<file path="config.mk">
export PLATFORM = sky130hd
export DESIGN_NAME = scaled_window_flat
export DESIGN_NICKNAME = d
export VERILOG_FILES = /design/src/rtl/display_pkg.sv /design/src/rtl/scaled_window_if.sv /design/src/rtl/scaled_window_fader.sv /design/src/rtl/scaled_window.sv /design/src/flat_wrapper.sv
export SDC_FILE = /design/constraint.sdc
export NUM_CORES = 1
export LEC_CHECK = 0
export CAP_MARGIN = 20
export CORE_UTILIZATION = 50
export DETAILED_ROUTE_END_ITERATION = 7
export PLACE_DENSITY_LB_ADDON = 0.2
export SKIP_LAST_GASP = 1
export SLEW_MARGIN = 30
export SYNTH_ARGS = -nofsm -noshare
export SYNTH_HDL_FRONTEND = slang
export SYNTH_HIERARCHICAL = 1
export SYNTH_SLANG_ARGS = --single-unit
</file>
<file path="constraint.sdc">
create_clock -name clk_in -period 4.48 [get_ports clk_in]
set_input_delay 0.448 -clock clk_in [delete_from_list [all_inputs] [get_ports clk_in]]
set_output_delay 0.448 -clock clk_in [all_outputs]
set_load 0.03 [all_outputs]
</file>
<file path="src/rtl/display_pkg.sv">
// Shared types and helpers for the display path: widths, color type,
// fade state encoding and the per-channel brightness scaler.
package display_pkg;

    localparam int H_BITS = 11;
    localparam int V_BITS = 10;

    typedef logic [11:0] color_t;

    typedef enum logic [1:0] {
        HIDDEN   = 2'd0,
        FADE_IN  = 2'd1,
        SHOWN    = 2'd2,
        FADE_OUT = 2'd3
    } fade_state_t;

    // Full level passes the channel through untouched so 15 is exact white.
    function automatic color_t scale_color(input color_t c, input logic [3:0] level);
        color_t r;
        r = '0;
        for (int i = 0; i < 3; i++) begin
            r[i*4 +: 4] = (level == 4'd15) ? c[i*4 +: 4]
                        : 4'(({4'b0, c[i*4 +: 4]} * {4'b0, level}) >> 4);
        end
        return r;
    endfunction

endpackage

</file>
<file path="src/rtl/scaled_window_if.sv">
// Bundle between the VGA timing generator / control side and the window block.
// update_in is a single-cycle strobe with no back-pressure; pending_out stays high
// from the cycle after a strobe until the next frame start applies it.
interface scaled_window_if;
    import display_pkg::*;

    logic [H_BITS-1:0] hcount_in;
    logic [V_BITS-1:0] vcount_in;
    logic [H_BITS-1:0] x_in;
    logic [V_BITS-1:0] y_in;
    logic [1:0]        scale_in;
    logic              update_in;
    logic              enable_in;
    color_t            pixel_out;
    logic              in_window_out;
    logic [7:0]        local_x_out;
    logic [7:0]        local_y_out;
    logic              pending_out;
    logic [3:0]        level_out;
    fade_state_t       state_out;

    modport master (
        output hcount_in, vcount_in, x_in, y_in, scale_in, update_in, enable_in,
        input  pixel_out, in_window_out, local_x_out, local_y_out, pending_out,
               level_out, state_out
    );

    modport slave (
        input  hcount_in, vcount_in, x_in, y_in, scale_in, update_in, enable_in,
        output pixel_out, in_window_out, local_x_out, local_y_out, pending_out,
               level_out, state_out
    );

endinterface

</file>
<file path="src/rtl/scaled_window_fader.sv">
// Brightness fade state machine; advances only on frame starts so a fade
// step never changes mid-frame.
module window_fader
    import display_pkg::*;
#(
    parameter int FADE_FRAMES = 2
) (
    input  logic        clk_in,
    input  logic        rst_in,
    input  logic        frame_start_in,
    input  logic        enable_in,
    output logic [3:0]  level_out,
    output fade_state_t state_out
);

    localparam int CW = (FADE_FRAMES > 1) ? $clog2(FADE_FRAMES) : 1;
    localparam logic [CW-1:0] CNT_LAST = CW'(FADE_FRAMES - 1);

    fade_state_t   state_q;
    logic [3:0]    level_q;
    logic [CW-1:0] cnt_q;
    logic          step;

    assign step      = (cnt_q == CNT_LAST);
    assign level_out = level_q;
    assign state_out = state_q;

    // Direction reversals keep the level, so the end tests use <= / >= to
    // stay safe when a reversal happens right at an extreme.
    always_ff @(posedge clk_in or posedge rst_in) begin
        if (rst_in) begin
            state_q <= HIDDEN;
            level_q <= 4'd0;
            cnt_q   <= '0;
        end else if (frame_start_in) begin
            unique case (state_q)
                HIDDEN: begin
                    if (enable_in) begin
                        state_q <= FADE_IN;
                        cnt_q   <= '0;
                    end
                end
                FADE_IN: begin
                    if (!enable_in) begin
                        state_q <= FADE_OUT;
                        cnt_q   <= '0;
                    end else if (step) begin
                        cnt_q <= '0;
                        if (level_q >= 4'd14) begin
                            level_q <= 4'd15;
                            state_q <= SHOWN;
                        end else begin
                            level_q <= level_q + 4'd1;
                        end
                    end else begin
                        cnt_q <= cnt_q + CW'(1);
                    end
                end
                SHOWN: begin
                    if (!enable_in) begin
                        state_q <= FADE_OUT;
                        cnt_q   <= '0;
                    end
                end
                FADE_OUT: begin
                    if (enable_in) begin
                        state_q <= FADE_IN;
                        cnt_q   <= '0;
                    end else if (step) begin
                        cnt_q <= '0;
                        if (level_q <= 4'd1) begin
                            level_q <= 4'd0;
                            state_q <= HIDDEN;
                        end else begin
                            level_q <= level_q - 4'd1;
                        end
                    end else begin
                        cnt_q <= cnt_q + CW'(1);
                    end
                end
                default: state_q <= HIDDEN;
            endcase
        end
    end

endmodule

</file>
<file path="src/rtl/scaled_window.sv">
// Scaled, bordered, fading display window with tear-free geometry updates
// and a two-stage pixel pipeline emitting source-pixel coordinates.
module scaled_window
    import display_pkg::*;
#(
    parameter int     WIDTH        = 160,
    parameter int     HEIGHT       = 144,
    parameter color_t COLOR        = 12'hFFF,
    parameter int     BORDER       = 2,
    parameter color_t BORDER_COLOR = 12'h888,
    parameter int     FADE_FRAMES  = 2
) (
    input  logic            clk_in,
    input  logic            rst_in,
    scaled_window_if.slave  bus
);

    logic frame_start;
    assign frame_start = (bus.hcount_in == '0) && (bus.vcount_in == '0);

    logic [H_BITS-1:0] shadow_x_q, shadow_x_d, act_x_q, act_x_d;
    logic [V_BITS-1:0] shadow_y_q, shadow_y_d, act_y_q, act_y_d;
    logic [1:0]        shadow_sc_q, shadow_sc_d, act_s_q, act_s_d;
    logic              pending_q, pending_d;

    logic        s1_fill_q, s1_fill_d, s1_border_q, s1_border_d;
    logic [11:0] s1_off_x_q, s1_off_x_d, s1_off_y_q, s1_off_y_d;
    logic [1:0]  s1_shift_q, s1_shift_d;

    color_t      pixel_q, pixel_d;
    logic        in_win_q, in_win_d;
    logic [7:0]  local_x_q, local_x_d, local_y_q, local_y_d;

    logic [3:0]  level;
    fade_state_t fade_state;

    // Apply decision uses the pending flag from before this cycle, so a strobe
    // landing on a frame start waits for the following frame.
    always_comb begin
        shadow_x_d  = shadow_x_q;
        shadow_y_d  = shadow_y_q;
        shadow_sc_d = shadow_sc_q;
        pending_d   = pending_q;
        act_x_d     = act_x_q;
        act_y_d     = act_y_q;
        act_s_d     = act_s_q;
        if (frame_start && pending_q) begin
            act_x_d   = shadow_x_q;
            act_y_d   = shadow_y_q;
            act_s_d   = (shadow_sc_q == 2'd3) ? 2'd2 : shadow_sc_q;
            pending_d = 1'b0;
        end
        if (bus.update_in) begin
            shadow_x_d  = bus.x_in;
            shadow_y_d  = bus.y_in;
            shadow_sc_d = bus.scale_in;
            pending_d   = 1'b1;
        end
    end

    logic [11:0] h12, v12, x12, y12, x_end, y_end, bx0, by0, bx1, by1;
    logic        region;

    always_comb begin
        h12   = {1'b0, bus.hcount_in};
        v12   = {2'b0, bus.vcount_in};
        x12   = {1'b0, act_x_q};
        y12   = {2'b0, act_y_q};
        x_end = x12 + (12'(WIDTH)  << act_s_q);
        y_end = y12 + (12'(HEIGHT) << act_s_q);
        bx0   = (x12 >= 12'(BORDER)) ? x12 - 12'(BORDER) : 12'd0;
        by0   = (y12 >= 12'(BORDER)) ? y12 - 12'(BORDER) : 12'd0;
        bx1   = x_end + 12'(BORDER);
        by1   = y_end + 12'(BORDER);
        s1_fill_d   = (h12 >= x12) && (h12 < x_end) && (v12 >= y12) && (v12 < y_end);
        region      = (h12 >= bx0) && (h12 < bx1) && (v12 >= by0) && (v12 < by1);
        s1_border_d = region && !s1_fill_d;
        s1_off_x_d  = h12 - x12;
        s1_off_y_d  = v12 - y12;
        s1_shift_d  = act_s_q;
    end

    always_comb begin
        in_win_d  = s1_fill_q;
        local_x_d = s1_fill_q ? 8'(s1_off_x_q >> s1_shift_q) : 8'd0;
        local_y_d = s1_fill_q ? 8'(s1_off_y_q >> s1_shift_q) : 8'd0;
        if (s1_fill_q)        pixel_d = scale_color(COLOR, level);
        else if (s1_border_q) pixel_d = scale_color(BORDER_COLOR, level);
        else                  pixel_d = '0;
    end

    always_ff @(posedge clk_in or posedge rst_in) begin
        if (rst_in) begin
            shadow_x_q  <= '0;
            shadow_y_q  <= '0;
            shadow_sc_q <= '0;
            pending_q   <= 1'b0;
            act_x_q     <= '0;
            act_y_q     <= '0;
            act_s_q     <= '0;
            s1_fill_q   <= 1'b0;
            s1_border_q <= 1'b0;
            s1_off_x_q  <= '0;
            s1_off_y_q  <= '0;
            s1_shift_q  <= '0;
            pixel_q     <= '0;
            in_win_q    <= 1'b0;
            local_x_q   <= '0;
            local_y_q   <= '0;
        end else begin
            shadow_x_q  <= shadow_x_d;
            shadow_y_q  <= shadow_y_d;
            shadow_sc_q <= shadow_sc_d;
            pending_q   <= pending_d;
            act_x_q     <= act_x_d;
            act_y_q     <= act_y_d;
            act_s_q     <= act_s_d;
            s1_fill_q   <= s1_fill_d;
            s1_border_q <= s1_border_d;
            s1_off_x_q  <= s1_off_x_d;
            s1_off_y_q  <= s1_off_y_d;
            s1_shift_q  <= s1_shift_d;
            pixel_q     <= pixel_d;
            in_win_q    <= in_win_d;
            local_x_q   <= local_x_d;
            local_y_q   <= local_y_d;
        end
    end

    window_fader #(.FADE_FRAMES(FADE_FRAMES)) u_fader (
        .clk_in         (clk_in),
        .rst_in         (rst_in),
        .frame_start_in (frame_start),
        .enable_in      (bus.enable_in),
        .level_out      (level),
        .state_out      (fade_state)
    );

    assign bus.pixel_out     = pixel_q;
    assign bus.in_window_out = in_win_q;
    assign bus.local_x_out   = local_x_q;
    assign bus.local_y_out   = local_y_q;
    assign bus.pending_out   = pending_q;
    assign bus.level_out     = level;
    assign bus.state_out     = fade_state;

endmodule

</file>
<file path="src/flat_wrapper.sv">
// flat-port wrapper written by rule: the top's interface ports become plain ports
module scaled_window_flat import display_pkg::*;
#(
    parameter int     WIDTH        = 160,
    parameter int     HEIGHT       = 144,
    parameter color_t COLOR        = 12'hFFF,
    parameter int     BORDER       = 2,
    parameter color_t BORDER_COLOR = 12'h888,
    parameter int     FADE_FRAMES  = 2
)
  (clk_in, rst_in, bus_hcount_in, bus_vcount_in, bus_x_in, bus_y_in, bus_scale_in, bus_update_in, bus_enable_in, bus_pixel_out, bus_in_window_out, bus_local_x_out, bus_local_y_out, bus_pending_out, bus_level_out, bus_state_out);
  scaled_window_if bus_i ();
  input  logic clk_in;
  input  logic rst_in;
  input wire logic [$bits(bus_i.hcount_in)-1:0] bus_hcount_in;
  input wire logic [$bits(bus_i.vcount_in)-1:0] bus_vcount_in;
  input wire logic [$bits(bus_i.x_in)-1:0] bus_x_in;
  input wire logic [$bits(bus_i.y_in)-1:0] bus_y_in;
  input wire logic [$bits(bus_i.scale_in)-1:0] bus_scale_in;
  input wire logic [$bits(bus_i.update_in)-1:0] bus_update_in;
  input wire logic [$bits(bus_i.enable_in)-1:0] bus_enable_in;
  output wire logic [$bits(bus_i.pixel_out)-1:0] bus_pixel_out;
  output wire logic [$bits(bus_i.in_window_out)-1:0] bus_in_window_out;
  output wire logic [$bits(bus_i.local_x_out)-1:0] bus_local_x_out;
  output wire logic [$bits(bus_i.local_y_out)-1:0] bus_local_y_out;
  output wire logic [$bits(bus_i.pending_out)-1:0] bus_pending_out;
  output wire logic [$bits(bus_i.level_out)-1:0] bus_level_out;
  output wire logic [$bits(bus_i.state_out)-1:0] bus_state_out;
  assign bus_i.hcount_in = bus_hcount_in;
  assign bus_i.vcount_in = bus_vcount_in;
  assign bus_i.x_in = bus_x_in;
  assign bus_i.y_in = bus_y_in;
  assign bus_i.scale_in = bus_scale_in;
  assign bus_i.update_in = bus_update_in;
  assign bus_i.enable_in = bus_enable_in;
  assign bus_pixel_out = bus_i.pixel_out;
  assign bus_in_window_out = bus_i.in_window_out;
  assign bus_local_x_out = bus_i.local_x_out;
  assign bus_local_y_out = bus_i.local_y_out;
  assign bus_pending_out = bus_i.pending_out;
  assign bus_level_out = bus_i.level_out;
  assign bus_state_out = bus_i.state_out;
  scaled_window #(.WIDTH(WIDTH), .HEIGHT(HEIGHT), .COLOR(COLOR), .BORDER(BORDER), .BORDER_COLOR(BORDER_COLOR), .FADE_FRAMES(FADE_FRAMES)) u_core (.clk_in(clk_in), .rst_in(rst_in), .bus(bus_i));
endmodule
</file>
# Word level (Yosys, flattened, before mapping)
# Cells that the tools add are included.
# totals
reg_bits,111
inputBits,48
output_inout_bits,36
# op_classes
n_addsub,11
mul,1
magnitude_cmp,12
eq_ne,15
n_shift,4
muxes,33
n_reduce_logical,18
# ops
cell,count
two-way mux 12 bit,4
two-way mux 4 bit,8
adder 12 x 2 -> 12 bit (second input constant),2
less-than comparator 10 x 12 -> 1 bit,2
less-than comparator 11 x 12 -> 1 bit,2
left shift 8 x 2 -> 12 bit (first input constant),2
right shift 12 x 2 -> 8 bit,2
two-way mux 2 bit,9
two-way mux 8 bit,2
adder 10 x 12 -> 12 bit,1
adder 11 x 12 -> 12 bit,1
greater-or-equal comparator 10 x 12 -> 1 bit,1
greater-or-equal comparator 11 x 12 -> 1 bit,1
inequality test 2 bit (second input constant),6
inequality test 3 bit (second input constant),4
subtractor 11 x 11 -> 12 bit,1
subtractor 11 x 2 -> 12 bit (second input constant),1
greater-or-equal comparator 11 bit,1
greater-or-equal comparator 11 x 2 -> 1 bit (second input constant),1
logical NOT 11 bit,1
subtractor 10 x 10 -> 11 bit,1
subtractor 10 x 2 -> 11 bit (second input constant),1
greater-or-equal comparator 10 bit,1
greater-or-equal comparator 10 x 2 -> 1 bit (second input constant),1
21 further kinds,38

# Longest topological paths before layout
# Gate-level depths: netlist (run 1).
# logic_depth
ltp_word,8
depth_mapped,16
mapped_depth_nobuf,16

# Hierarchy
# The synthesis (run 1) kept the hierarchy.
# modules_own_cells
module,instances,cells_each,area_each_um2,seq_area_each_um2
scaled_window,1,717,7204.4,2352.3
window_fader,1,70,643.1,175.2

# Least setup slack after synthesis (run 1)
# OpenSTA, ideal clock, no wires.
# synth_timing
path_kind,reg-to-reg
from,reg u_core.act_s_q[0]
to,reg u_core.s1_border_q
t_arrival_ns,3.251
t_required_ns,4.384
slack_ns,1.134
path_stages_with_launch,16
n_path_buf,0
synth_period_minus_slack_ns,3.346
cell_sequence,dfrtp_1 inv_1 ha_1 ha_1 ha_1 a21oi_1 xnor2_1 and3_1 xor2_1 ha_1 o211ai_1 a21oi_1 a2111oi_0 o21bai_1 a2111o_1 a311oi_2
# synth_via
elab_chain_cells,8
elab_cells_between_ends,18
cone_classes,add/sub: 4; order compare: 4; shift: 2; reduce/logical: 8
# synth_lines
item,line_no,rtl
start: declaration,scaled_window.sv:23,"logic [1:0] shadow_sc_q, shadow_sc_d, act_s_q, act_s_d;"
start signal: assignment,scaled_window.sv:117,act_s_q <= act_s_d;
left shift 8 x 2 -> 12 bit,scaled_window.sv:69,x_end = x12 + (12'(WIDTH) << act_s_q);
adder 11 x 12 -> 12 bit,scaled_window.sv:69,
adder 12 x 2 -> 12 bit or less-than comparator 11 x 12 -> 1 bit (tied branches),"scaled_window.sv:73, scaled_window.sv:75",
less-than comparator 11 x 12 -> 1 bit or logical AND 1 bit (tied branches),"scaled_window.sv:76, scaled_window.sv:75",
"logical AND 1 bit, on equally long branches (2 in a row)","scaled_window.sv:76, scaled_window.sv:75",
logical AND 1 bit or logical NOT 1 bit (tied branches),"scaled_window.sv:76, scaled_window.sv:77",
logical AND 1 bit *,scaled_window.sv:77,s1_border_d = region && !s1_fill_d;
net u_core.s1_border_d,scaled_window.sv:26,"logic s1_fill_q, s1_fill_d, s1_border_q, s1_border_d;"
end signal: assignment,scaled_window.sv:119,s1_border_q <= s1_border_d;
end: declaration,scaled_window.sv:26,
# Mark *: on every way through the listed nets, which the timed path passes. The rest lies on a longest branch.
# A chain may end at the register's enable or synchronous reset.

# Worst setup path after layout (run 1)
# layout_timing
from,reg u_core.act_s_q[1]
to,reg u_core.s1_border_q
# The elaborated chain is that of the path after synthesis.

==> results.cfg, run 1 <==
[routing]
wl_per_cell_um = 16.3
vias = 5951
drt_first_pass_iters = 4
drt-initial-drc-count = 306
post-route-drc-count = 0
drt_wl_total_mm = 17.4
detail-route-antenna-nets = 0
via_per_inst = 5.57

[placed_design]
gp_congestion = 0.915
place_area_um2 = 8800
hpwl_mm = 14.0
numPortBuffers = 83

[cells_and_area]
final_cell_area_um2 = 9080
final_core_util_pct = 59.5
insertedDiodeCount = 0
nets = 1015
drive_above_1_share_pct = 10.4
synthToLayoutAreaGrowth_pct = 15.7

[worst_setup_path]
r2r_setup_slack_ns = 0.63
critPathKind = reg -> reg
path_max_fanout = 7
critPathCaptureType = flop
r2r_start = u_core/act_s_q[1]$_DFFE_PP0P_
cp.required_ns = 4.74
reg2reg_to = u_core/s1_border_q$_DFF_PP0_
worst_ep_arrival_time_ns = 4.11
startpoint_type = flop
rr_worst_depth = 15

[clock_tree]
cts_sinks = 101
insertion_delay_ns = 0.35
cts_root_buf = clkbuf_16
hold_buffers = 0
htree_levels = 3
cts_buffers = 9
clk_path_buf_depth = 2
ctsResizeCount = 0
clkTransAtPathRegs_ns = 0.07
postCtsSetupBuffers = 0
cts_tree = done

[sta]
hold_slack_ns = 0.417
setup-violations-final = 0
post-route-period-util_pct = 86.0
skew_ns = 0.00993
hold_violations = 0
slew_headroom_pct = 48.3
period_needed_ns = 3.85
tns_ns = 0
rsz0062_at_grt = no
max_freq_ghz = 0.259
worst_slew_pin_slew_ns = 0.776
drv_slew = 0

[global_route]
grt_pass1_wl_mm = 29.1
grt_max_degree = 50
track_usage_pct = 22.8
grt_pass1_vias = 5914
antenna_found_initial = 0
overflow = 0

[synthesis]
synthArstFlopShare_pct = 100
synth-seq-area-share_pct = 32.2
ys.flop_type = dfrtp_1
synth_most_common_cell = ha_1
synth_cell_types = 78
ys_warn_count = 6
netlist_instances = 787
synth_area_um2 = 7850
yosys-top-cells-count = ha_1 (107), dfrtp_1 (101), nand2_1 (68), inv_1 (60), o21ai_0 (46)
synth_area_leaders = dfrtp_1 (32%), ha_1 (17%), mux4_2 (4.6%), mux2_2 (3.7%), xnor2_1 (3.7%)
synth-edff-count = 0
synth.net_count = 949
netlist.area_leader.share_pct = 32.2
avgSynthCellArea_um2 = 9.97
ys_ff_latch = 101
synth_largest_area_cell = dfrtp_1

[floorplanning]
pin_count = 84
die_area_um2 = 16200
die_w_um = 127
rows = 45
core_area_um2 = 15300
start_util_pct = 51.4
fp.dieH_um = 127

[min_path]
hold_class = in -> async

[pwr]
p_leak_nw = 4.26
power.total_mw = 1.91
power_density_nw_per_um2 = 210
ir_worst_vdd_v = 0.000162

[run]
maxCapViolCount = 0

[outcome]
status = complete, no violations
[critical path, stage by stage, from the launching register on]
cell	delay [ns]
dfrtp_1	0.41
inv_1	0.14
ha_1	0.42
xor2_1	0.20
ha_1	0.20
a21oi_1	0.06
xnor2_1	0.31
and3_1	0.26
xor2_1	0.15
ha_1	0.26
o211ai_1	0.09
a21oi_1	0.05
a2111oi_0	0.42
o21bai_1	0.16
a2111o_1	0.39
a311oi_2	0.24
[per-layer routing]
layer / vias up / global-route usage (%) / routed length [µm]
met5: - / 0 / 0
met3: 14 / 2.43 / 540
met1: 2874 / 31.5 / 8500
met4: 0 / 6.30 / 188
met2: 130 / 38.1 / 8180
li1: 2933 / - / -
[registers in the layout (all words and copies together) (netlist names), 8 cells and up]
register and cells:
u_core/s1_off_x_q 11, u_core/bus.local_y_out 8, u_core/s1_off_y_q 11, u_core/shadow_x_q 11
u_core/shadow_y_q 10, u_core/bus.local_x_out 8, u_core/act_y_q 10, u_core/act_x_q 11
[layout make-up]
cell class	instances	area, µm²
Fill cell	1309	6180
Tap cell	211	264
Multi-Input combinational cell	591	4910
Clock inverter	5	43.8
Sequential cell	101	2530
Clock buffer	11	243
Inverter	63	238
Timing Repair Buffer	87	856
[through the flow]
step                      setup slack, ns  cells
after floorplan                      1.13    787
after global placement              0.823   1053
after detailed placement            0.708   1053
after CTS                           0.654   1069
after global routing                0.197   1069
final                               0.626   1069
[layout by cell type, fill, tap and decap left out, types with 3 or more instances in the layout]
| cell | instances |
|---|---|
| fa_1 | 7 |
| xor2_1 | 16 |
| mux4_2 | 16 |
| o21a_1 | 6 |
| nand4_1 | 7 |
| o21ai_1 | 4 |
| buf_4 | 4 |
| a21oi_1 | 30 |
| o21ai_0 | 46 |
| a21boi_0 | 3 |
| clkbuf_16 | 9 |
| a2111oi_0 | 6 |
| nand3_1 | 13 |
| clkdlybuf4s50_1 | 82 |
| nand2_1 | 68 |
| inv_1 | 59 |
| nand2b_1 | 10 |
| nor2_1 | 31 |
| a211oi_1 | 6 |
| xnor2_1 | 33 |
| or4_1 | 3 |
| ha_1 | 107 |
| dfrtp_1 | 100 |
| mux2_2 | 26 |
| o21bai_1 | 5 |
| a31oi_1 | 7 |
| and3_1 | 7 |
| a21o_1 | 15 |
| nor2b_1 | 8 |
| o211ai_1 | 10 |
| nand3b_1 | 5 |
| and2_1 | 20 |
| mux2i_1 | 7 |
| nor3_1 | 13 |
| nor4_1 | 9 |
[report_power, final]
part	switching, mW	internal [mW]
clock	0.344	0.399
sequential	0.0206	0.946
combinational	0.0924	0.108
[worst max-delay path by stage]
stage                                        startpoint                      endpoint  slack (ns)
after floorplan           u_core/act_s_q[0]$_DFFE_PP0P_  u_core/s1_border_q$_DFF_PP0_        1.13
after global placement    u_core/act_s_q[1]$_DFFE_PP0P_  u_core/s1_border_q$_DFF_PP0_        0.82
after detailed placement  u_core/act_s_q[1]$_DFFE_PP0P_  u_core/s1_border_q$_DFF_PP0_        0.71
after CTS                 u_core/act_s_q[1]$_DFFE_PP0P_  u_core/s1_border_q$_DFF_PP0_        0.65
after global routing      u_core/act_s_q[1]$_DFFE_PP0P_  u_core/s1_border_q$_DFF_PP0_        0.20
final                     u_core/act_s_q[1]$_DFFE_PP0P_  u_core/s1_border_q$_DFF_PP0_        0.63
[logic make-up after synthesis]
kind of cell    synth area share (%)
fa+ha+maj                       19.1
compound gates                  14.4
flops                           32.2
xor+xnor                        6.09
simple gates                    13.4
buf+inv                         5.23
mux                             9.50
(Power assumes the default switching activity.)
==> run 2: changes to the inputs <==
Settings changed: GPL_ROUTABILITY_DRIVEN set to 0, SYNTH_HIERARCHICAL 1 to not set.
==> run 2 against run 1 <==
- combinational power hardly changed
- setup slack better by 0.17 ns
- critical path depth stayed put
- total power is 5.2% higher
- synthesized cell count is 0.89% higher
- non-clock buffer count stayed put
- critical endpoint is now u_core.s1_border_q$_DFF_PP0_
- largest power group unchanged
- highest routed layer unchanged
==> results.cfg, run 2 <==
[global_route]
track_usage_pct = 22.1
grt_max_degree = 62
met3_usage_pct = 2.70
gr-max-usage-layer = met2
grt_use_met2_pct = 37.3
overflow = 0
antenna_found_initial = 0
gr-usage-met1_pct = 28.3
grt_pass1_vias = 5955
grt_pass1_wl_mm = 28.3

[pwr]
power_density_nw_per_um2 = 221
ir_worst_vdd_v = 0.000175
p_leak_nw = 4.23

[clock_tree]
cts_root_buf = clkbuf_16
postCtsSetupBuffers = 0
hold_buffers = 0
cts_tree = done
cts_buffers = 9
cts_sinks = 101
insertion_delay_ns = 0.35
clkTransAtPathRegs_ns = 0.06
htree_levels = 3
clk_path_buf_depth = 2
ctsResizeCount = 0

[floorplanning]
core_area_um2 = 15200
start_util_pct = 51.4
die_w_um = 127
pin_count = 84
die_area_um2 = 16100
rows = 45
fp.dieH_um = 127

[sta]
drv_slew = 0
finalWorstSetupSlack_ns = 0.794
hold_violations = 0
slew_headroom_pct = 47.6
tns_ns = 0
max_freq_ghz = 0.271
skew_ns = 0.00456
rsz0062_at_grt = no
post-route-period-util_pct = 82.3
worst_slew_pin_slew_ns = 0.786
setup-violations-final = 0
period_needed_ns = 3.69

[synthesis]
ys_ff_latch = 101
synth_most_common_cell = ha_1
netlist_instances = 794
synth.net_count = 960
synth_area_um2 = 7810
synth_cell_types = 69
synth_area_leaders = dfrtp_1 (32%), ha_1 (18%), mux4_2 (4.6%), xnor2_1 (4.4%), mux2_2 (3.8%)
synth_largest_area_cell = dfrtp_1
synth-seq-area-share_pct = 32.4
synth-edff-count = 0
ys.flop_type = dfrtp_1
ys_warn_count = 0
synthArstFlopShare_pct = 100
netlist.area_leader.share_pct = 32.4
avgSynthCellArea_um2 = 9.83
yosys-top-cells-count = ha_1 (111), dfrtp_1 (101), nand2_1 (69), inv_1 (60), o21ai_0 (50)

[outcome]
status = complete, no violations

[routing]
detail-route-antenna-nets = 0
drt_first_pass_iters = 5
post-route-drc-count = 0
via_per_inst = 5.74
wl_per_cell_um = 15.9
vias = 6065
drt_wl_total_mm = 16.8
drt-initial-drc-count = 346

[cells_and_area]
layout_commonest_cell = ha_1
final_cell_area_um2 = 9070
multi_input_area_um2 = 4890
mostFrequentLayoutCells = ha_1 (111), dfrtp_1 (100), clkdlybuf4s50_1 (82), nand2_1 (69), inv_1 (59)
fill_cells = 1273
regArea_um2 = 2530
drive_above_1_share_pct = 9.21
nets = 1030
synthToLayoutAreaGrowth_pct = 16.2
insertedDiodeCount = 0
final_core_util_pct = 59.7

[worst_setup_path]
worst_ep_arrival_time_ns = 3.93
crit_path_cell_trace = inv_1, ha_1, ha_1, nor2b_1, o211ai_1, a21boi_0, or2_2, nor3_1, xnor2_1, ha_1, a2111oi_0, a21oi_1, nand4b_1, o211ai_1, a311oi_1
cp_num_buf_inv = 1
critPathCaptureType = flop
critPathSlowestCell = dfrtp_1
r2r_start = u_core.act_s_q[0]$_DFFE_PP0P_
path_max_fanout = 6
critPathKind = reg -> reg
critPathLaunch = u_core.act_s_q[0]$_DFFE_PP0P_
worst_path_largest_cell_delay_ns = 0.44
startpoint_type = flop
crit_family = compound AO/OA/AOI/OAI gates
cp.required_ns = 4.73
crit_path_frequent_cell = ha_1

[placed_design]
pre_cts_ws_ns = 0.866
place_area_um2 = 8750
numPortBuffers = 83
hpwl_mm = 13.6

[run]
maxCapViolCount = 0

[min_path]
hold_class = reg -> reg
holdCritStartpoint = u_core.act_s_q[1]$_DFFE_PP0P_
## run 2: cell count changes in the layout (fill, tap and decap cells not counted), moves of 4 or more
cell | previous run | this run
o21ai_0 | 46 | 50
a21o_1 | 15 | 10
nor2_1 | 31 | 36
a2111oi_0 | 6 | 2
o21ai_1 | 4 | 0
xor2_1 | 16 | 11
o21a_1 | 6 | 10
a21oi_1 | 30 | 39
nand2b_1 | 10 | 5
ha_1 | 107 | 111
xnor2_1 | 33 | 39
## run 2: worst reg2reg max path, delay by kind of cell, from the launching register on
| family | cells | cell delay (ns) |
|---|---|---|
| compound gates | 6 | 1.41 |
| fa+ha+maj | 3 | 0.65 |
| buf+inv | 1 | 0.13 |
| simple gates | 4 | 0.89 |
| flops | 1 | 0.44 |
| xor+xnor | 1 | 0.09 |
## run 2: where the power goes
| group | switching [mW] | internal, mW | total, mW | leakage [nW] |
|---|---|---|---|---|
| Sequential | 0.0214 | 0.946 | 0.967 | 1.17 |
| Clock | 0.322 | 0.518 | 0.840 | 0.163 |
| Combinational | 0.0922 | 0.109 | 0.201 | 2.90 |
| Total | 0.436 | 1.57 | 2.01 | 4.23 |
## run 2: area by class of cell
| class | count | area share [%] |
|---|---|---|
| Tap cell | 188 | 2.59 |
| Sequential cell | 101 | 27.9 |
| Clock buffer | 12 | 2.83 |
| Clock inverter | 4 | 0.772 |
| Inverter | 61 | 2.55 |
| Timing Repair Buffer | 87 | 9.43 |
| Multi-Input combinational cell | 604 | 53.9 |
## run 2: stage by stage
| step | cells | hold WS (ns) | power [mW] |
|---|---|---|---|
| finish | 1057 | 0.442 | 2.01 |
| global placement | 1041 | 0.407 | 1.18 |
| detailed placement | 1041 | 0.427 | 1.19 |
| floorplan | 794 | 0.401 | 1.10 |
| CTS | 1057 | 0.442 | 2.04 |
| global route | 1057 | 0.458 | 2.10 |
## run 2: routing by layer
layer	share of wire, %	vias to the layer above
met5	0	-
met4	3.5	0
met3	3.2	39
met2	47	158
met1	46	2885
li1	-	2983
## run 2: cells by family (layout without fill, tap and decap cells)
group                    after synthesis  after routing  synth area share, %
flip-flops                           101            101                 32.4
multiplexers                          49             49                 9.26
buffers and inverters                 89            164                 4.95
AO/OA/AOI/OAI                        172            172                 14.1
XOR/XNOR                              50             50                 5.61
adder cells (fa/ha/maj)              118            118                 19.6
AND/OR/NAND/NOR                      215            215                 14.1
## run 2: worst paths after layout
kind	endpoint	slack, ns	depth (start not counted)
setup reg to reg	u_core.s1_border_q$_DFF_PP0_	0.79	15
min in group asynchronous	u_core.s1_off_x_q[0]$_DFF_PP0_	0.58	2
hold / removal	u_core.s1_shift_q[1]$_DFF_PP0_	0.44	0
max in group asynchronous	u_core.s1_off_y_q[1]$_DFF_PP0_	2.95	3
setup / recovery	u_core.s1_border_q$_DFF_PP0_	0.79	15
hold reg to reg	u_core.s1_shift_q[1]$_DFF_PP0_	0.44	0
==> run 3: changes to the inputs <==
Clock period 4.48 ns to 3.35 ns, I/O delays scaled along.
==> run 3 against run 2 <==
- flip-flop and latch count did not move
- via count rose by 1.2%
- total power rose by 29%
- highest routed layer unchanged
- combinational power rose by 38%
- setup slack got worse by 0.69 ns
- count of clock-buffer cells in the layout rose by 1
==> results.cfg, run 3 (synthesis gave the netlist of run 2 again) <==
[outcome]
status = complete, no violations

[worst_setup_path]
startpoint_type = flop
worst_path_largest_cell_delay_ns = 0.39
cp_num_buf_inv = 1
critPathKind = reg -> reg
worst_ep_arrival_time_ns = 3.50
crit_family = compound AO/OA/AOI/OAI gates
crit_path_cell_trace = inv_2, ha_2, ha_2, nor2b_1, o211ai_1, a21boi_1, or2_4, nor2_2, xor2_1, ha_2, o21a_1, nor2_2, a21oi_2, nand4b_1, o211ai_1, a311oi_2
critPathCaptureType = flop
cp.required_ns = 3.61
crit_path_frequent_cell = ha_2
critPathSlowestCell = dfrtp_1
path_max_fanout = 4

[sta]
max_freq_ghz = 0.309
drv_slew = 0
hold_violations = 0
setup-violations-final = 0
finalWorstSetupSlack_ns = 0.109
worst_slew_pin_slew_ns = 0.769
post-route-period-util_pct = 96.8
slew_headroom_pct = 48.8
skew_ns = 0.00447
period_needed_ns = 3.24

[floorplanning]
rows = 45
start_util_pct = 51.4
fp.dieH_um = 127
die_area_um2 = 16100
core_area_um2 = 15200
die_w_um = 127
pin_count = 84

[pwr]
p_leak_nw = 4.39
power_density_nw_per_um2 = 275
power.total_mw = 2.60
ir_worst_vdd_v = 0.000215

[clock_tree]
clkTransAtPathRegs_ns = 0.06
cts_sinks = 101
cts_tree = done
insertion_delay_ns = 0.35
cts_root_buf = clkbuf_16
clk_path_buf_depth = 2
hold_buffers = 0
htree_levels = 3
cts_buffers = 9

[routing]
post-route-drc-count = 0
wl_per_cell_um = 15.8
drt_wl_total_mm = 17.2
wl_met1_mm = 7.75
drt_first_pass_iters = 4
detail-route-antenna-nets = 0
wl_met2_mm = 8.49
drt-initial-drc-count = 291
via_per_inst = 5.65
wl_met3_um = 610
vias = 6140
top_layer = met4

[cells_and_area]
mostFrequentLayoutCells = ha_1 (100), dfrtp_1 (100), clkdlybuf4s50_1 (82), nand2_1 (69), inv_1 (57)
fin_cells = 1086
final_core_util_pct = 62.2
insertedDiodeCount = 0
synthToLayoutAreaGrowth_pct = 21.1
drive_above_1_share_pct = 15.1
nets = 1059
final_cell_area_um2 = 9460

[global_route]
grt_max_degree = 61
track_usage_pct = 22.2
overflow = 0
grt_pass1_wl_mm = 28.5
grt_pass1_vias = 6000
antenna_found_initial = 0

[placed_design]
place_inst = 1058
place_area_um2 = 8890
numPortBuffers = 83
hpwl_mm = 13.8
pre_cts_ws_ns = -0.134

[min_path]
hold_class = in -> async

[run]
maxCapViolCount = 0
==> run 3: cell types whose count changed in the layout (fill, tap and decap cells not counted), moves of 4 or more <==
cell / delta
a21oi_1: -4
buf_4: +26
ha_2: +7
a21oi_2: +4
ha_4: +4
ha_1: -11
==> run 3: area by class of cell <==
| type | count | area [µm²] |
|---|---|---|
| fill | 1233 | 5740 |
| sequential | 101 | 2530 |
| timing repair buffer | 116 | 1090 |
| inverter | 61 | 231 |
| multi-input combinational | 604 | 5070 |
| clock buffer | 13 | 250 |
| clock inverter | 3 | 45.0 |
| tap | 188 | 235 |
==> run 3: path summary, 6_finish.rpt <==
check	from	end	slack, ns	depth (start not counted)
min in group clk_in	u_core.shadow_y_q[2]$_DFFE_PP0P_	u_core.act_y_q[2]$_DFFE_PP0P_	0.48	2
hold / removal	rst_in	u_core.bus.local_x_out[2]$_DFF_PP0_	0.38	2
setup reg to reg	u_core.act_s_q[0]$_DFFE_PP0P_	u_core.s1_border_q$_DFF_PP0_	0.11	16
max in group asynchronous	rst_in	u_core.s1_shift_q[0]$_DFF_PP0_	2.28	3
hold reg to reg	u_core.shadow_y_q[2]$_DFFE_PP0P_	u_core.act_y_q[2]$_DFFE_PP0P_	0.48	2
setup / recovery	u_core.act_s_q[0]$_DFFE_PP0P_	u_core.s1_border_q$_DFF_PP0_	0.11	16
==> run 3: metrics by stage <==
step | TNS (ns) | hold slack [ns]
2_1_floorplan | 0 | 0.401
3_3_place_gp | 0 | 0.458
3_5_place_dp | -0.134 | 0.465
4_1_cts | 0 | 0.397
5_1_grt | -0.0876 | 0.437
6_report | 0 | 0.378
==> run 3: power breakdown <==
| part | switching [mW] | total, mW | internal (mW) |
|---|---|---|---|
| Sequential | 0.0280 | 1.29 | 1.27 |
| Clock | 0.429 | 1.03 | 0.600 |
| Combinational | 0.126 | 0.277 | 0.151 |
==> run 3: what timing repair did <==
| item | CTS | global route |
|---|---|---|
| resized for setup | 5 | 38 |
| setup buffers | 2 | 10 |
| pin swaps | 4 | 15 |
| setup endpoints to repair | 1 | 2 |
==> run 3: metal layers <==
metal,up-vias,track usage (%)
met5,-,0
met4,0,8.40
met3,20,2.78
met2,124,38.6
met1,2959,28.3
li1,3037,-
